File: src/rtl/cp0_tlb_ctrl.sv
`default_nettype none
// ============================================================================
// Module   : cp0_tlb_ctrl
// Brief    : CP0 TLB register file, TLBP/TLBR absorption and TLB exception
//            handshake for the M stage.
// Revision : 1.0 - initial release
// ============================================================================
module cp0_tlb_ctrl #(
    parameter int TLB_LINE  = 32,
    parameter int TLB_WIDTH = 5
) (
    input  logic        clk,
    input  logic        rst,
    input  logic [2:0]  tlb_type,
    input  logic        tlb_valid,
    input  logic        mtc0_en,
    input  logic [4:0]  cp0_addr,
    input  logic [31:0] cp0_wdata,
    output logic [31:0] cp0_rdata,
    output logic [31:0] EntryHi_o,
    output logic [31:0] PageMask_o,
    output logic [31:0] EntryLo0_o,
    output logic [31:0] EntryLo1_o,
    output logic [31:0] Index_o,
    output logic [31:0] Random_o,
    input  logic [31:0] EntryHi_t,
    input  logic [31:0] PageMask_t,
    input  logic [31:0] EntryLo0_t,
    input  logic [31:0] EntryLo1_t,
    input  logic [31:0] Index_t,
    input  logic        inst_req,
    input  logic [31:0] inst_vaddr,
    input  logic        inst_found,
    input  logic        inst_V,
    input  logic        data_req,
    input  logic        data_wr,
    input  logic [31:0] data_vaddr,
    input  logic        data_found,
    input  logic        data_V,
    input  logic        data_D,
    output logic        exc_valid,
    output logic [4:0]  exc_code,
    output logic        exc_refill,
    output logic [31:0] exc_vaddr,
    input  logic        exc_ack,
    input  logic        flush
);

    // TLBWI/TLBWR change no CP0 state, so only these two codes are decoded.
    localparam logic [2:0] c_TLBP = 3'd1;
    localparam logic [2:0] c_TLBR = 3'd2;

    localparam logic [4:0] c_ADDR_INDEX    = 5'd0;
    localparam logic [4:0] c_ADDR_RANDOM   = 5'd1;
    localparam logic [4:0] c_ADDR_ENTRYLO0 = 5'd2;
    localparam logic [4:0] c_ADDR_ENTRYLO1 = 5'd3;
    localparam logic [4:0] c_ADDR_CONTEXT  = 5'd4;
    localparam logic [4:0] c_ADDR_PAGEMASK = 5'd5;
    localparam logic [4:0] c_ADDR_WIRED    = 5'd6;
    localparam logic [4:0] c_ADDR_BADVADDR = 5'd8;
    localparam logic [4:0] c_ADDR_ENTRYHI  = 5'd10;

    localparam logic [4:0] c_EXC_MOD  = 5'd1;
    localparam logic [4:0] c_EXC_TLBL = 5'd2;
    localparam logic [4:0] c_EXC_TLBS = 5'd3;

    localparam logic [TLB_WIDTH-1:0] c_RAND_TOP = TLB_WIDTH'(TLB_LINE - 1);

    typedef enum logic [0:0] {
        S_IDLE = 1'b0,
        S_PEND = 1'b1
    } state_t;

    state_t                r_state;
    state_t                w_state_nxt;

    logic                  r_index_p;
    logic [TLB_WIDTH-1:0]  r_index_field;
    logic [TLB_WIDTH-1:0]  r_random;
    logic [TLB_WIDTH-1:0]  r_wired;
    logic [29:0]           r_entrylo0;
    logic [29:0]           r_entrylo1;
    logic [8:0]            r_ctx_ptebase;
    logic [18:0]           r_ctx_badvpn2;
    logic [15:0]           r_pagemask;
    logic [18:0]           r_ehi_vpn2;
    logic [7:0]            r_ehi_asid;
    logic [31:0]           r_badvaddr;

    logic [4:0]            r_exc_code;
    logic                  r_exc_refill;
    logic [31:0]           r_exc_vaddr;
    logic [4:0]            w_exc_code_nxt;
    logic                  w_exc_refill_nxt;
    logic [31:0]           w_exc_vaddr_nxt;
    logic                  w_ack_take;

    logic                  w_tlbp;
    logic                  w_tlbr;
    logic                  w_wr_index;
    logic                  w_wr_lo0;
    logic                  w_wr_lo1;
    logic                  w_wr_context;
    logic                  w_wr_pagemask;
    logic                  w_wr_wired;
    logic                  w_wr_entryhi;

    logic                  w_inst_fault;
    logic                  w_data_fault;
    logic                  w_fault;
    logic [4:0]            w_det_code;
    logic                  w_det_refill;
    logic [31:0]           w_det_vaddr;

    logic                  w_unused_bits;

    assign w_unused_bits = ^{EntryHi_t[12:8], PageMask_t[31:29], PageMask_t[12:0],
                             EntryLo0_t[31:30], EntryLo1_t[31:30], Index_t[30:TLB_WIDTH]};

    assign w_tlbp        = tlb_valid && (tlb_type == c_TLBP);
    assign w_tlbr        = tlb_valid && (tlb_type == c_TLBR);
    assign w_wr_index    = mtc0_en && (cp0_addr == c_ADDR_INDEX);
    assign w_wr_lo0      = mtc0_en && (cp0_addr == c_ADDR_ENTRYLO0);
    assign w_wr_lo1      = mtc0_en && (cp0_addr == c_ADDR_ENTRYLO1);
    assign w_wr_context  = mtc0_en && (cp0_addr == c_ADDR_CONTEXT);
    assign w_wr_pagemask = mtc0_en && (cp0_addr == c_ADDR_PAGEMASK);
    assign w_wr_wired    = mtc0_en && (cp0_addr == c_ADDR_WIRED);
    assign w_wr_entryhi  = mtc0_en && (cp0_addr == c_ADDR_ENTRYHI);

    // kseg0/kseg1 (vaddr[31:30] == 2'b10) bypass translation and never fault.
    assign w_inst_fault = inst_req && (inst_vaddr[31:30] != 2'b10) && (!inst_found || !inst_V);
    assign w_data_fault = data_req && (data_vaddr[31:30] != 2'b10) && (tlb_type != c_TLBP) &&
                          (!data_found || !data_V || (data_wr && !data_D));
    assign w_fault      = w_inst_fault || w_data_fault;

    always_comb begin
        w_det_code   = c_EXC_TLBL;
        w_det_refill = 1'b0;
        w_det_vaddr  = data_vaddr;
        if (w_inst_fault) begin
            w_det_refill = !inst_found;
            w_det_vaddr  = inst_vaddr;
        end else if (!data_found || !data_V) begin
            w_det_code   = data_wr ? c_EXC_TLBS : c_EXC_TLBL;
            w_det_refill = !data_found;
        end else begin
            w_det_code   = c_EXC_MOD;
        end
    end

    always_comb begin
        w_state_nxt      = r_state;
        w_exc_code_nxt   = r_exc_code;
        w_exc_refill_nxt = r_exc_refill;
        w_exc_vaddr_nxt  = r_exc_vaddr;
        w_ack_take       = 1'b0;
        case (r_state)
            S_IDLE: begin
                if (w_fault && !flush) begin
                    w_state_nxt      = S_PEND;
                    w_exc_code_nxt   = w_det_code;
                    w_exc_refill_nxt = w_det_refill;
                    w_exc_vaddr_nxt  = w_det_vaddr;
                end
            end
            S_PEND: begin
                if (flush) begin
                    w_state_nxt      = S_IDLE;
                    w_exc_code_nxt   = 5'd0;
                    w_exc_refill_nxt = 1'b0;
                    w_exc_vaddr_nxt  = 32'd0;
                end else if (exc_ack) begin
                    w_ack_take = 1'b1;
                    if (w_fault) begin
                        w_state_nxt      = S_PEND;
                        w_exc_code_nxt   = w_det_code;
                        w_exc_refill_nxt = w_det_refill;
                        w_exc_vaddr_nxt  = w_det_vaddr;
                    end else begin
                        w_state_nxt      = S_IDLE;
                        w_exc_code_nxt   = 5'd0;
                        w_exc_refill_nxt = 1'b0;
                        w_exc_vaddr_nxt  = 32'd0;
                    end
                end
            end
            default: w_state_nxt = S_IDLE;
        endcase
    end

    always_ff @(posedge clk or posedge rst) begin
        if (rst) begin
            r_state      <= S_IDLE;
            r_exc_code   <= 5'd0;
            r_exc_refill <= 1'b0;
            r_exc_vaddr  <= 32'd0;
        end else begin
            r_state      <= w_state_nxt;
            r_exc_code   <= w_exc_code_nxt;
            r_exc_refill <= w_exc_refill_nxt;
            r_exc_vaddr  <= w_exc_vaddr_nxt;
        end
    end

    // Per register: exception ack beats TLB op beats mtc0.
    always_ff @(posedge clk or posedge rst) begin
        if (rst) begin
            r_index_p     <= 1'b0;
            r_index_field <= '0;
            r_random      <= c_RAND_TOP;
            r_wired       <= '0;
            r_entrylo0    <= 30'd0;
            r_entrylo1    <= 30'd0;
            r_ctx_ptebase <= 9'd0;
            r_ctx_badvpn2 <= 19'd0;
            r_pagemask    <= 16'd0;
            r_ehi_vpn2    <= 19'd0;
            r_ehi_asid    <= 8'd0;
            r_badvaddr    <= 32'd0;
        end else begin
            if (w_tlbp) begin
                r_index_p     <= Index_t[31];
                r_index_field <= Index_t[31] ? '0 : Index_t[TLB_WIDTH-1:0];
            end else if (w_wr_index) begin
                r_index_field <= cp0_wdata[TLB_WIDTH-1:0];
            end

            if (w_wr_wired || (r_random == r_wired)) begin
                r_random <= c_RAND_TOP;
            end else begin
                r_random <= r_random - TLB_WIDTH'(1);
            end

            if (w_wr_wired) begin
                r_wired <= cp0_wdata[TLB_WIDTH-1:0];
            end

            if (w_tlbr) begin
                r_entrylo0 <= EntryLo0_t[29:0];
                r_entrylo1 <= EntryLo1_t[29:0];
                r_pagemask <= PageMask_t[28:13];
            end else begin
                if (w_wr_lo0)      r_entrylo0 <= cp0_wdata[29:0];
                if (w_wr_lo1)      r_entrylo1 <= cp0_wdata[29:0];
                if (w_wr_pagemask) r_pagemask <= cp0_wdata[28:13];
            end

            if (w_ack_take) begin
                r_ctx_badvpn2 <= r_exc_vaddr[31:13];
            end else if (w_wr_context) begin
                r_ctx_ptebase <= cp0_wdata[31:23];
            end

            if (w_ack_take) begin
                r_ehi_vpn2 <= r_exc_vaddr[31:13];
            end else if (w_tlbr) begin
                r_ehi_vpn2 <= EntryHi_t[31:13];
                r_ehi_asid <= EntryHi_t[7:0];
            end else if (w_wr_entryhi) begin
                r_ehi_vpn2 <= cp0_wdata[31:13];
                r_ehi_asid <= cp0_wdata[7:0];
            end

            if (w_ack_take) begin
                r_badvaddr <= r_exc_vaddr;
            end
        end
    end

    assign Index_o    = {r_index_p, {(31-TLB_WIDTH){1'b0}}, r_index_field};
    assign Random_o   = {{(32-TLB_WIDTH){1'b0}}, r_random};
    assign EntryLo0_o = {2'b00, r_entrylo0};
    assign EntryLo1_o = {2'b00, r_entrylo1};
    assign PageMask_o = {3'b000, r_pagemask, 13'd0};
    assign EntryHi_o  = {r_ehi_vpn2, 5'd0, r_ehi_asid};

    assign exc_valid  = (r_state == S_PEND);
    assign exc_code   = r_exc_code;
    assign exc_refill = r_exc_refill;
    assign exc_vaddr  = r_exc_vaddr;

    always_comb begin
        cp0_rdata = 32'd0;
        case (cp0_addr)
            c_ADDR_INDEX:    cp0_rdata = Index_o;
            c_ADDR_RANDOM:   cp0_rdata = Random_o;
            c_ADDR_ENTRYLO0: cp0_rdata = EntryLo0_o;
            c_ADDR_ENTRYLO1: cp0_rdata = EntryLo1_o;
            c_ADDR_CONTEXT:  cp0_rdata = {r_ctx_ptebase, r_ctx_badvpn2, 4'd0};
            c_ADDR_PAGEMASK: cp0_rdata = PageMask_o;
            c_ADDR_WIRED:    cp0_rdata = {{(32-TLB_WIDTH){1'b0}}, r_wired};
            c_ADDR_BADVADDR: cp0_rdata = r_badvaddr;
            c_ADDR_ENTRYHI:  cp0_rdata = EntryHi_o;
            default:         cp0_rdata = 32'd0;
        endcase
    end

endmodule
`default_nettype wire

File: config.mk
export PLATFORM = sky130hd
export DESIGN_NAME = cp0_tlb_ctrl
export DESIGN_NICKNAME = d
export VERILOG_FILES = /design/src/rtl/cp0_tlb_ctrl.sv
export SDC_FILE = /design/constraint.sdc
export NUM_CORES = 1
export LEC_CHECK = 0
export ABC_AREA = 1
export BUFFER_PORTS_ARGS = -buffer_cell sky130_fd_sc_hd__clkbuf_2
export CELL_PAD_IN_SITES_DETAIL_PLACEMENT = 1
export CELL_PAD_IN_SITES_GLOBAL_PLACEMENT = 1
export CORE_AREA = 2 2 210 212
export CTS_BUF_LIST = sky130_fd_sc_hd__clkbuf_8
export CTS_CLUSTER_DIAMETER = 120
export DETAILED_ROUTE_END_ITERATION = 8
export DIE_AREA = 0 0 212 214
export GPL_ROUTABILITY_DRIVEN = 0
export GPL_TIMING_DRIVEN = 0
export PLACE_DENSITY = 0.67
export SYNTH_ARGS = -nofsm -noshare
export SYNTH_HDL_FRONTEND = slang
export SYNTH_SLANG_ARGS = --single-unit
File: constraint.sdc
create_clock -name clk -period 6.6 [get_ports clk]
set_input_delay 0.33 -clock clk [delete_from_list [all_inputs] [get_ports clk]]
set_output_delay 0.33 -clock clk [all_outputs]
set_load 0.05 [all_outputs]
==> results by group, run 1 <==
Run status
  • Outcome: complete, no violations

STA
  • Final Hold Viols: 0
  • Worst setup margin: 3.95 ns
  • Slew headroom: 42.8%
  • Fmax: 0.378 GHz
  • Max Transition Viols Final: 0
  • Post-layout minimum cycle time: 2.65 ns
  • RSZ-0062 raised after global routing: no
  • Crit share post-route: 40.1%
  • Setup Skew: 0.0219 ns
  • Final-report setup violation count: 0
  • Worst Max-Slew Pin Slew: 0.858 ns

Critical path
  • Type of element launching the critical path: primary input
  • Kind of critical path: in -> out
  • Critical path's top delay family: buffers and inverters
  • Worst reg-to-reg path cell count: 7
  • Worst EP arrival: 2.32 ns
  • Bufs and invs on worst path: 4
  • Critical-path top delay cell: o22ai_1
  • RR Startpoint: exc_valid
  • Worst EP required: 6.27 ns
  • Critical Path End Type: output port
  • R2R Setup Slk: 4.79 ns
  • Crit-path cells: clkbuf_2 -> inv_2 -> nor2_1 -> nand2_1 -> clkbuf_1 -> o22ai_1 -> a21oi_1 -> nand2_1 -> clkbuf_2
  • Worst R2R End: r_ehi_vpn2[0]
  • Crit-path max FO: 10
  • Crit path largest cell delay: 0.51 ns

Detailed routing
  • Drt via density: 4.70
  • Routed len/inst: 21.4 um
  • Total Wirelength: 55,300 um
  • Antenna Nets Post-Route: 0
  • # DRC: 0
  • DR iter-0 viols: 746
  • TritonRoute pass-1 iters: 5
  • Total number of vias: 12.2k

Min path
  • Hold path endpoint: r_entrylo1[0]
  • Hold Path Class: in -> reg
  • Hold depth: 3
  • Hold_sp: EntryLo1_t[0]

Final layout
  • Area Growth Syn to Fin: 31.9%
  • Non-Filler Instances: 2,587
  • Fill cells: 5,503
  • Final Cell Area: 14,600 um2
  • Final nets: 2,267
  • Commonest non-fill, non-tap cell in the layout: nand2_1
  • Layout cells sized above 1: 29.5%
  • Most frequent cells in the layout: 503 x nand2_1, 407 x clkbuf_2, 191 x dfrtp_1, 129 x inv_1, 105 x nor2_1

Logic synthesis
  • Synth Warn #: 0
  • Synth cell types: 38
  • Synthesized area per cell: 7.47 um2
  • Seq/Total Area, Yosys: 44.4%
  • Seq cells post-synth: 196
  • Synthesized area: 11,100 um2
  • Post-Syn Instances: 1,480

Power
  • Leak: 7.92 nW
  • Max IR drop VDD: 0.156 mV
  • Pwr Total: 0.00450 W
  • Cell Pwr Density: 308 nW/um2

GRT
  • Grt ovf: 0
  • Vias in the first global route: 12.5k
  • Largest net degree at the start of global routing: 76
  • First-pass GRT wire length: 80,500 um
  • All-Layer GR Usage: 24.0%
  • Initial antenna violation count: 8

Clock tree
  • Clock latency at the later pin of the worst-skew pair: 0.53 ns
  • H-tree depth: 4
  • CTS tree: done
  • # clock sinks: 196
  • Clk Tree Root Cell: clkbuf_8
  • Clock slew at reported path FFs: 0.11 ns
  • Num CTS Buffers: 17
  • Clock Path Buffers: 2
  • Number of post-CTS setup repair buffers: 0

Job
  • Max_cap viols: 0

Die
  • Rows: 76
  • Die Ht: 214 um
  • Initial Utilization: 25.8%
  • Die Footprint: 45,400 um2
  • IO Count: 541
  • Die Span X: 212 um
  • Core area: 42,900 um2

Placement
  • Placed cell count: 2,552
  • PortBufs: 405
  • Placed cell area: 14,200 um2
  • Final HPWL DP: 45,400 um
  • Pre-CTS setup slack: 3.93 ns
==> metal layers <==
metal	vias to the layer above	part of all wire [%]	global-route usage (%)
met5	-	0.078	0
met3	54	6.8	5.34
met1	5960	42	30.3
met2	427	49	41.5
met4	8	1.6	5.89
li1	5719	-	-
==> state kept, by name (all words and copies together) (netlist names), 8 cells and up <==
name / count
exc_vaddr: 32
r_badvaddr: 13
r_ctx_badvpn2: 19
r_ctx_ptebase: 9
r_ehi_asid: 8
r_ehi_vpn2: 19
r_entrylo0: 30
r_entrylo1: 30
r_pagemask: 16
==> power breakdown <==
part	internal, W	switching [W]	total [W]
Clock	0.000345	0.000477	0.000821
Sequential	0.00149	0.000234	0.00172
Combinational	0.000445	0.00151	0.00196
==> cell type report <==
type	count	area, um2	area share, %
flip-flops and latches	196	4910	33.7
multi-input cells	1062	4910	33.7
repair buffers	409	2100	14.4
plain buffers	169	1040	7.13
well taps	585	732	5.02
inverters	133	507	3.47
clock buffers	18	248	1.70
clock inverters	13	135	0.926
diodes	2	5.00	0.0343
==> stage by stage <==
step / hold slack (ns) / TNS, ns / utilization (%)
2_1_floorplan: 0.450 / 0 / -
3_3_place_gp: 0.454 / -360.26 / 32.9
3_5_place_dp: 0.384 / 0 / 33.1
4_1_cts: 0.00281 / 0 / 34.0
5_1_grt: 0.0173 / 0 / 34.0
6_report: 0.0418 / 0 / 34.0
==> cells by family (layout without fill, tap and decap cells) <==
family | after synthesis | after routing | synth area share (%)
AND/OR/NAND/NOR | 681 | 681 | 25.0
buffers and inverters | 302 | 742 | 13.9
AO/OA/AOI/OAI | 293 | 293 | 16.1
flip-flops | 196 | 196 | 44.4
XOR/XNOR | 6 | 6 | 0.475
adder cells (fa/ha/maj) | 1 | 1 | 0.113
other | 1 | 83 | 0.0339
==> Yosys cell counts (all sizes together) <==
cell     count  share of area [%]
or2          1              0.057
and3         2               0.11
o22ai       43                2.4
o21ai       88                4.2
o2111ai     35                2.8
a31oi       77                4.4
dfrtp      191                 43
nand4       35                2.0
clkinv       1              0.034
nand2      507                 17
nand3b       4               0.27
nor2       109                3.9
xor2         4               0.32
inv        132                4.5
o211ai       1              0.068
o211a        1              0.091
nand3       23                1.3
xnor2        2               0.16
clkbuf      40                1.4
buf        129                8.0
dfstp        5                1.2
a21oi       48                2.2
conb         1              0.034
ha           1               0.11
==> worst register-to-register path: cells and delay by family, from the launching register on <==
family / cells / cell delay [ns]
AND/OR/NAND/NOR: 4 / 0.50
AO/OA/AOI/OAI: 1 / 0.07
buffers and inverters: 2 / 0.77
flip-flops: 1 / 0.42
==> worst max-delay path by stage <==
stage,from,end,slack (ns),cells after the start
2_1_floorplan,rst,exc_code[0],0.94,1
3_3_place_gp,rst,r_index_field[0],-1.91,2
3_5_place_dp,cp0_addr[2],cp0_rdata[8],3.93,8
4_1_cts,cp0_addr[2],cp0_rdata[8],3.92,8
5_1_grt,cp0_addr[1],cp0_rdata[20],3.84,8
6_report,cp0_addr[1],cp0_rdata[20],3.95,9
==> what timing repair did <==
action | 4_1_cts | 5_1_grt
hold endpoints to repair | 50 | 0
gates resized for setup | 0 | 0
hold buffers | 2 | 0
(Power assumes the default switching activity.)
==> run 2: changes to the inputs <==
- ABC_AREA: 1 -> 0
- CORE_AREA: 2 2 210 212 -> 2 2 209 211
- DIE_AREA: 0 0 212 214 -> 0 0 211 213
- PLACE_DENSITY: 0.67 -> 0.63
- clock period: 6.6 -> 2.55 ns (I/O delays scaled with it)
==> results by group, run 2 <==
Clock tree
  • # clock sinks: 196
  • Clock slew at reported path FFs: 0.10 ns
  • Num CTS Buffers: 17
  • H-tree depth: 4
  • Clock latency at the later pin of the worst-skew pair: 0.51 ns
  • CTS tree: done
  • Clock Path Buffers: 2
  • Clk Tree Root Cell: clkbuf_8

Logic synthesis
  • Count leader, synth: nand2_1
  • Synthesized area per cell: 9.03 um2
  • Post-Syn Instances: 1,147
  • Top-area cell type share of the netlist area: 46.2%
  • Seq cells post-synth: 196
  • Multiplexer share of the synthesized area: 5.50%
  • Main combinational cell family by area after synthesis: compound AO/OA/AOI/OAI gates
  • Post-Synth Simple-Gate Area: 15.4%
  • Post-synth ARST share: 100%
  • Top cells by area, synth: dfrtp_1 46%, nand2_1 9.4%, buf_4 6.4%
  • Synth Warn #: 0
  • EDFF count, synth: 0
  • Synth cell types: 48
  • Post-synthesis adder-cell area fraction: 0.121%
  • Seq/Total Area, Yosys: 47.4%
  • Post-synth top cells: 258 x nand2_1, 191 x dfrtp_1, 105 x a21oi_1
  • Synthesized area: 10,400 um2
  • Post-synth top flop: dfrtp_1
  • Xor and xnor area share after synthesis: 0.677%
  • Post-synthesis compound-gate area fraction: 21.0%
  • Top cell type by total area after synthesis: dfrtp_1

STA
  • Final Hold Viols: 0
  • Fmax: 0.412 GHz
  • Post-layout minimum cycle time: 2.43 ns
  • Worst Max-Slew Pin Slew: 0.899 ns
  • Max Transition Viols Final: 0
  • RSZ-0062 raised after global routing: no
  • Setup Skew: 0.0175 ns
  • Fin Setup TNS: 0 ns
  • Slew headroom: 40.1%
  • Final-report setup violation count: 0
  • Crit share post-route: 95.2%
  • Hold Slack: 0.0514 ns

Final layout
  • Fill cells: 5,113
  • Most frequent cells in the layout: 408 x clkbuf_2, 258 x nand2_1, 191 x dfrtp_1, 178 x dlygate4sd3_1, 105 x a21oi_1
  • Final core occ: 36.8%
  • Commonest non-fill, non-tap cell in the layout: clkbuf_2
  • FF+latch area: 4910 um2
  • Multi-input gate area: 4730 um2
  • Final nets: 2,115
  • Area Growth Syn to Fin: 51.8%
  • Max reg flops: 32
  • Layout cells sized above 1: 33.0%

Critical path
  • Critical path's top delay family: buffers and inverters
  • Crit path largest cell delay: 0.70 ns
  • R2R Setup Slk: 0.27 ns
  • Worst EP required: 2.42 ns
  • Type of element launching the critical path: primary input
  • Critical-path top delay cell: clkbuf_1
  • Critical Path End Type: output port
  • Crit-path cells: clkbuf_2 -> nor2_1 -> and4b_1 -> clkbuf_1 -> clkbuf_1 -> a22oi_1 -> nand3_1 -> clkbuf_2
  • Worst EP arrival: 2.30 ns
  • Kind of critical path: in -> out
  • RR Startpoint: exc_valid
  • Worst reg-to-reg path cell count: 5
  • Crit-path max FO: 10
  • Bufs and invs on worst path: 4
  • Worst R2R End: r_ctx_ptebase[5]

Job
  • Max_cap viols: 0

Detailed routing
  • Antenna Nets Post-Route: 0
  • DR iter-0 viols: 612
  • # DRC: 0
  • Total Wirelength: 56,400 um
  • Drt via density: 4.80
  • Total number of vias: 11.5k
  • Routed len/inst: 23.5 um
  • TritonRoute pass-1 iters: 7

GRT
  • Vias in the first global route: 12.1k
  • Grt ovf: 0
  • All-Layer GR Usage: 24.7%
  • First-pass GRT wire length: 80,500 um
  • Initial antenna violation count: 4
  • Largest net degree at the start of global routing: 41

Die
  • Initial Utilization: 24.3%
  • IO Count: 541
  • Die Span X: 211 um
  • Core area: 42,700 um2
  • Die Footprint: 44,900 um2
  • Rows: 76
  • Die Ht: 213 um

Placement
  • PortBufs: 406
  • Final HPWL DP: 43,200 um

Min path
  • Hold path endpoint: r_ehi_vpn2[17]
  • Hold Path Class: in -> reg
  • Hold depth: 4
  • Hold_sp: EntryHi_t[30]

Power
  • Max IR drop VDD: 0.266 mV
  • Cell Pwr Density: 753 nW/um2
  • Leak: 8.13 nW

Run status
  • Outcome: complete, no violations
[run 2: cell count changes after synthesis, moves of 57 or more]
cell     previous run  this run
o21ai_1             3        69
a21oi_1            48       105
nor2_1            105         9
a22oi_1             0        78
nand2_1           503       258
inv_1             128         9
a31oi_1            77         3
[run 2: logic make-up (layout without fill, tap and decap cells)]
| group | count (synthesis) | in the layout |
|---|---|---|
| AOI/OAI and AO/OA | 364 | 364 |
| and+or+nand+nor | 355 | 355 |
| DFF | 196 | 196 |
| buffers and inverters | 167 | 789 |
| muxes | 55 | 55 |
| xor gates and xnor gates | 8 | 8 |
| adders and majority gates | 1 | 1 |
| other | 1 | 84 |
[run 2: cell type report]
class,count,share of cell area (%)
multi-input combinational,864,30.1
antenna,3,0.0478
inverter,9,0.239
clock inverter,12,0.963
sequential,196,31.2
buffer,158,6.34
timing repair buffer,590,25.0
tap,546,4.35
clock buffer,20,1.75
[run 2: how the worst max path moves through the flow]
stage          cells after the start   startpoint             to  slack [ns]
2_1_floorplan                      1          rst    exc_code[0]       -0.11
3_3_place_gp                       2          rst  exc_vaddr[23]       -1.62
3_5_place_dp                       7  cp0_addr[4]  cp0_rdata[14]       -0.06
4_1_cts                            7  cp0_addr[4]   cp0_rdata[3]        0.01
5_1_grt                            6    exc_valid  r_badvaddr[6]        0.02
6_report                           8  cp0_addr[2]  cp0_rdata[14]        0.12
[run 2: power breakdown]
group | internal (W) | total, W | switching, W
Combinational | 0.00131 | 0.00487 | 0.00355
Clock | 0.00105 | 0.00227 | 0.00122
Sequential | 0.00383 | 0.00469 | 0.000858
[run 2: timing repair]
item                                   in CTS  in global routing
endpoints found under the hold margin     173                  0
hold buffers                              178                  0
pin swaps                                   1                  1
resized for setup                           2                  3
setup endpoints to repair                   6                 12
setup buffers                               0                  1
[run 2: layer usage]
metal	up-vias	GRT usage (%)	wire length (um)
li1	5225	-	-
met3	103	3.93	2760
met1	5723	31.3	24100
met4	2	10.6	2130
met2	467	41.9	27400
met5	-	0	13
[run 2: per-stage QoR]
stage	cells	power (W)	worst slack [ns]	cell area (um2)
floorplan	1227	0.00773	-0.106	10700
global placement	2179	0.00925	-1.62	13400
detailed placement	2184	0.00936	-0.0596	13500
CTS	2394	0.0119	0.0136	15700
global route	2397	0.0124	0.0224	15700
finish	2398	0.0118	0.123	15700
[run 2: worst reg2reg max path: stages, from the launching register on]
cell	delay, ns
dfrtp_1	0.46
nand2_1	0.13
or2_2	0.11
clkbuf_1	0.53
nand3_2	0.51
mux2_2	0.43
==> run 3: changes to the inputs <==
- MAX_ROUTING_LAYER: not set -> met4
==> results by group, run 3 (synthesis gave the netlist of run 2 again) <==
Placement
  • Placed cell area: 13,500 um2
  • PortBufs: 406
  • Final HPWL DP: 43,200 um

Min path
  • Hold Path Class: in -> reg
  • Hold depth: 4
  • Hold_sp: EntryHi_t[30]
  • Hold path endpoint: r_ehi_vpn2[17]

STA
  • Final Hold Viols: 0
  • Hold Slack: 0.0512 ns
  • Fmax: 0.416 GHz
  • Fin Setup TNS: 0 ns
  • Final-report setup violation count: 0
  • Post-layout minimum cycle time: 2.40 ns
  • Crit share post-route: 94.2%
  • Max Transition Viols Final: 0
  • Setup Skew: 0.0153 ns
  • RSZ-0062 raised after global routing: no
  • Slew headroom: 38.5%
  • Worst Max-Slew Pin Slew: 0.923 ns

Power
  • Internal: 0.00620 W
  • Sequential share of power: 39.6%
  • Max IR drop VDD: 0.265 mV
  • Pwr Total: 0.0118 W
  • Clk pwr share: 19.2%
  • Sw frac: 47.6%
  • Leak: 8.13 nW
  • P_sw: 0.00564 W
  • Cell Pwr Density: 752 nW/um2
  • Logic pwr share: 41.1%

Final layout
  • Final nets: 2,115
  • Fill cells: 5,113
  • Commonest non-fill, non-tap cell in the layout: clkbuf_2
  • Area Growth Syn to Fin: 51.8%
  • Layout cells sized above 1: 33.0%
  • Max reg flops: 32
  • Final Cell Area: 15,700 um2
  • Most frequent cells in the layout: 408 x clkbuf_2, 258 x nand2_1, 191 x dfrtp_1, 178 x dlygate4sd3_1, 105 x a21oi_1

Clock tree
  • Clock Path Buffers: 2
  • Num CTS Buffers: 17
  • Clock slew at reported path FFs: 0.10 ns
  • Clock latency at the later pin of the worst-skew pair: 0.50 ns
  • # clock sinks: 196
  • CTS tree: done
  • H-tree depth: 4
  • Clk Tree Root Cell: clkbuf_8

Critical path
  • CP startpoint: cp0_addr[2]
  • RR Startpoint: exc_valid
  • Kind of critical path: in -> out
  • Crit-path max FO: 10
  • Worst EP required: 2.42 ns
  • Critical Path End Type: output port
  • Worst EP arrival: 2.27 ns
  • R2R Setup Slk: 0.27 ns
  • Worst reg-to-reg path cell count: 5
  • Type of element launching the critical path: primary input
  • Worst R2R End: r_ctx_ptebase[5]

Detailed routing
  • Drt via density: 4.81
  • Total number of vias: 11.5k
  • TritonRoute pass-1 iters: 5
  • DR iter-0 viols: 626
  • Total Wirelength: 56,400 um
  • Antenna Nets Post-Route: 0
  • Routed len/inst: 23.5 um
  • # DRC: 0

GRT
  • Grt ovf: 0
  • All-Layer GR Usage: 25.4%
  • First-pass GRT wire length: 80,500 um
  • Initial antenna violation count: 4
  • Largest net degree at the start of global routing: 41
  • Vias in the first global route: 12.1k

Die
  • Core area: 42,700 um2
  • Die Ht: 213 um
  • IO Count: 541
  • Die Footprint: 44,900 um2
  • Die Span X: 211 um
  • Initial Utilization: 24.3%
  • Rows: 76

Job
  • Max_cap viols: 0

Run status
  • Outcome: complete, no violations
## run 3: routing by layer
layer,wire length [um],track usage [%],vias up
met5,0,-,-
met4,2150,10.6,0
met3,2900,3.47,103
met2,27300,41.8,485
met1,24100,31.6,5731
li1,-,-,5226
## run 3: worst max-delay path, cell delays in order
cell and delay [ns]:
clkbuf_2 0.15, nor2_1 0.15, and4b_1 0.22, clkbuf_1 0.18, clkbuf_1 0.69, a22oi_1 0.22
nand3_1 0.21, clkbuf_2 0.32
## run 3: worst max path at each step
stage	to	slack (ns)	depth (start not counted)
2_1_floorplan	exc_code[0]	-0.11	1
3_3_place_gp	exc_vaddr[23]	-1.62	2
3_5_place_dp	cp0_rdata[14]	-0.06	7
4_1_cts	cp0_rdata[3]	0.01	7
5_1_grt	r_badvaddr[6]	0.02	6
6_report	cp0_rdata[14]	0.15	8
## run 3: repair_timing
| action | 4_1_cts | 5_1_grt |
|---|---|---|
| hold buffers | 178 | 0 |
| endpoints found under the setup margin | 6 | 12 |
| pin swaps | 1 | 1 |
| hold endpoints to repair | 173 | 0 |
| setup buffers | 0 | 1 |
| gates resized for setup | 2 | 3 |
## run 3: layout make-up
type	count	area, um2	area share (%)
diodes	4	10.0	0.0637
plain buffers	158	996	6.33
clock buffers	20	275	1.75
clock inverters	12	151	0.963
inverters	9	37.5	0.239
multi-input cells	864	4730	30.1
flip-flops and latches	196	4910	31.2
well taps	546	683	4.34
repair buffers	590	3930	25.0
## run 3: power groups by stage
stage	Combinational, W	Clock [W]	Sequential, W
floorplan	0.00152	0	0.00621
global placement	0.00453	0	0.00473
detailed placement	0.00462	0	0.00475
CTS	0.00487	0.00235	0.00469
global route	0.00516	0.00244	0.00478
finish	0.00486	0.00228	0.00469
## run 3: through the flow
step / std cells / util [%] / setup slack, ns
4_1_cts: 2394 / 36.7 / 0.0136
6_report: 2399 / 36.8 / 0.148
3_3_place_gp: 2179 / 31.3 / -1.62
5_1_grt: 2399 / 36.8 / 0.0224
2_1_floorplan: 1227 / - / -0.106
3_5_place_dp: 2184 / 31.6 / -0.0596
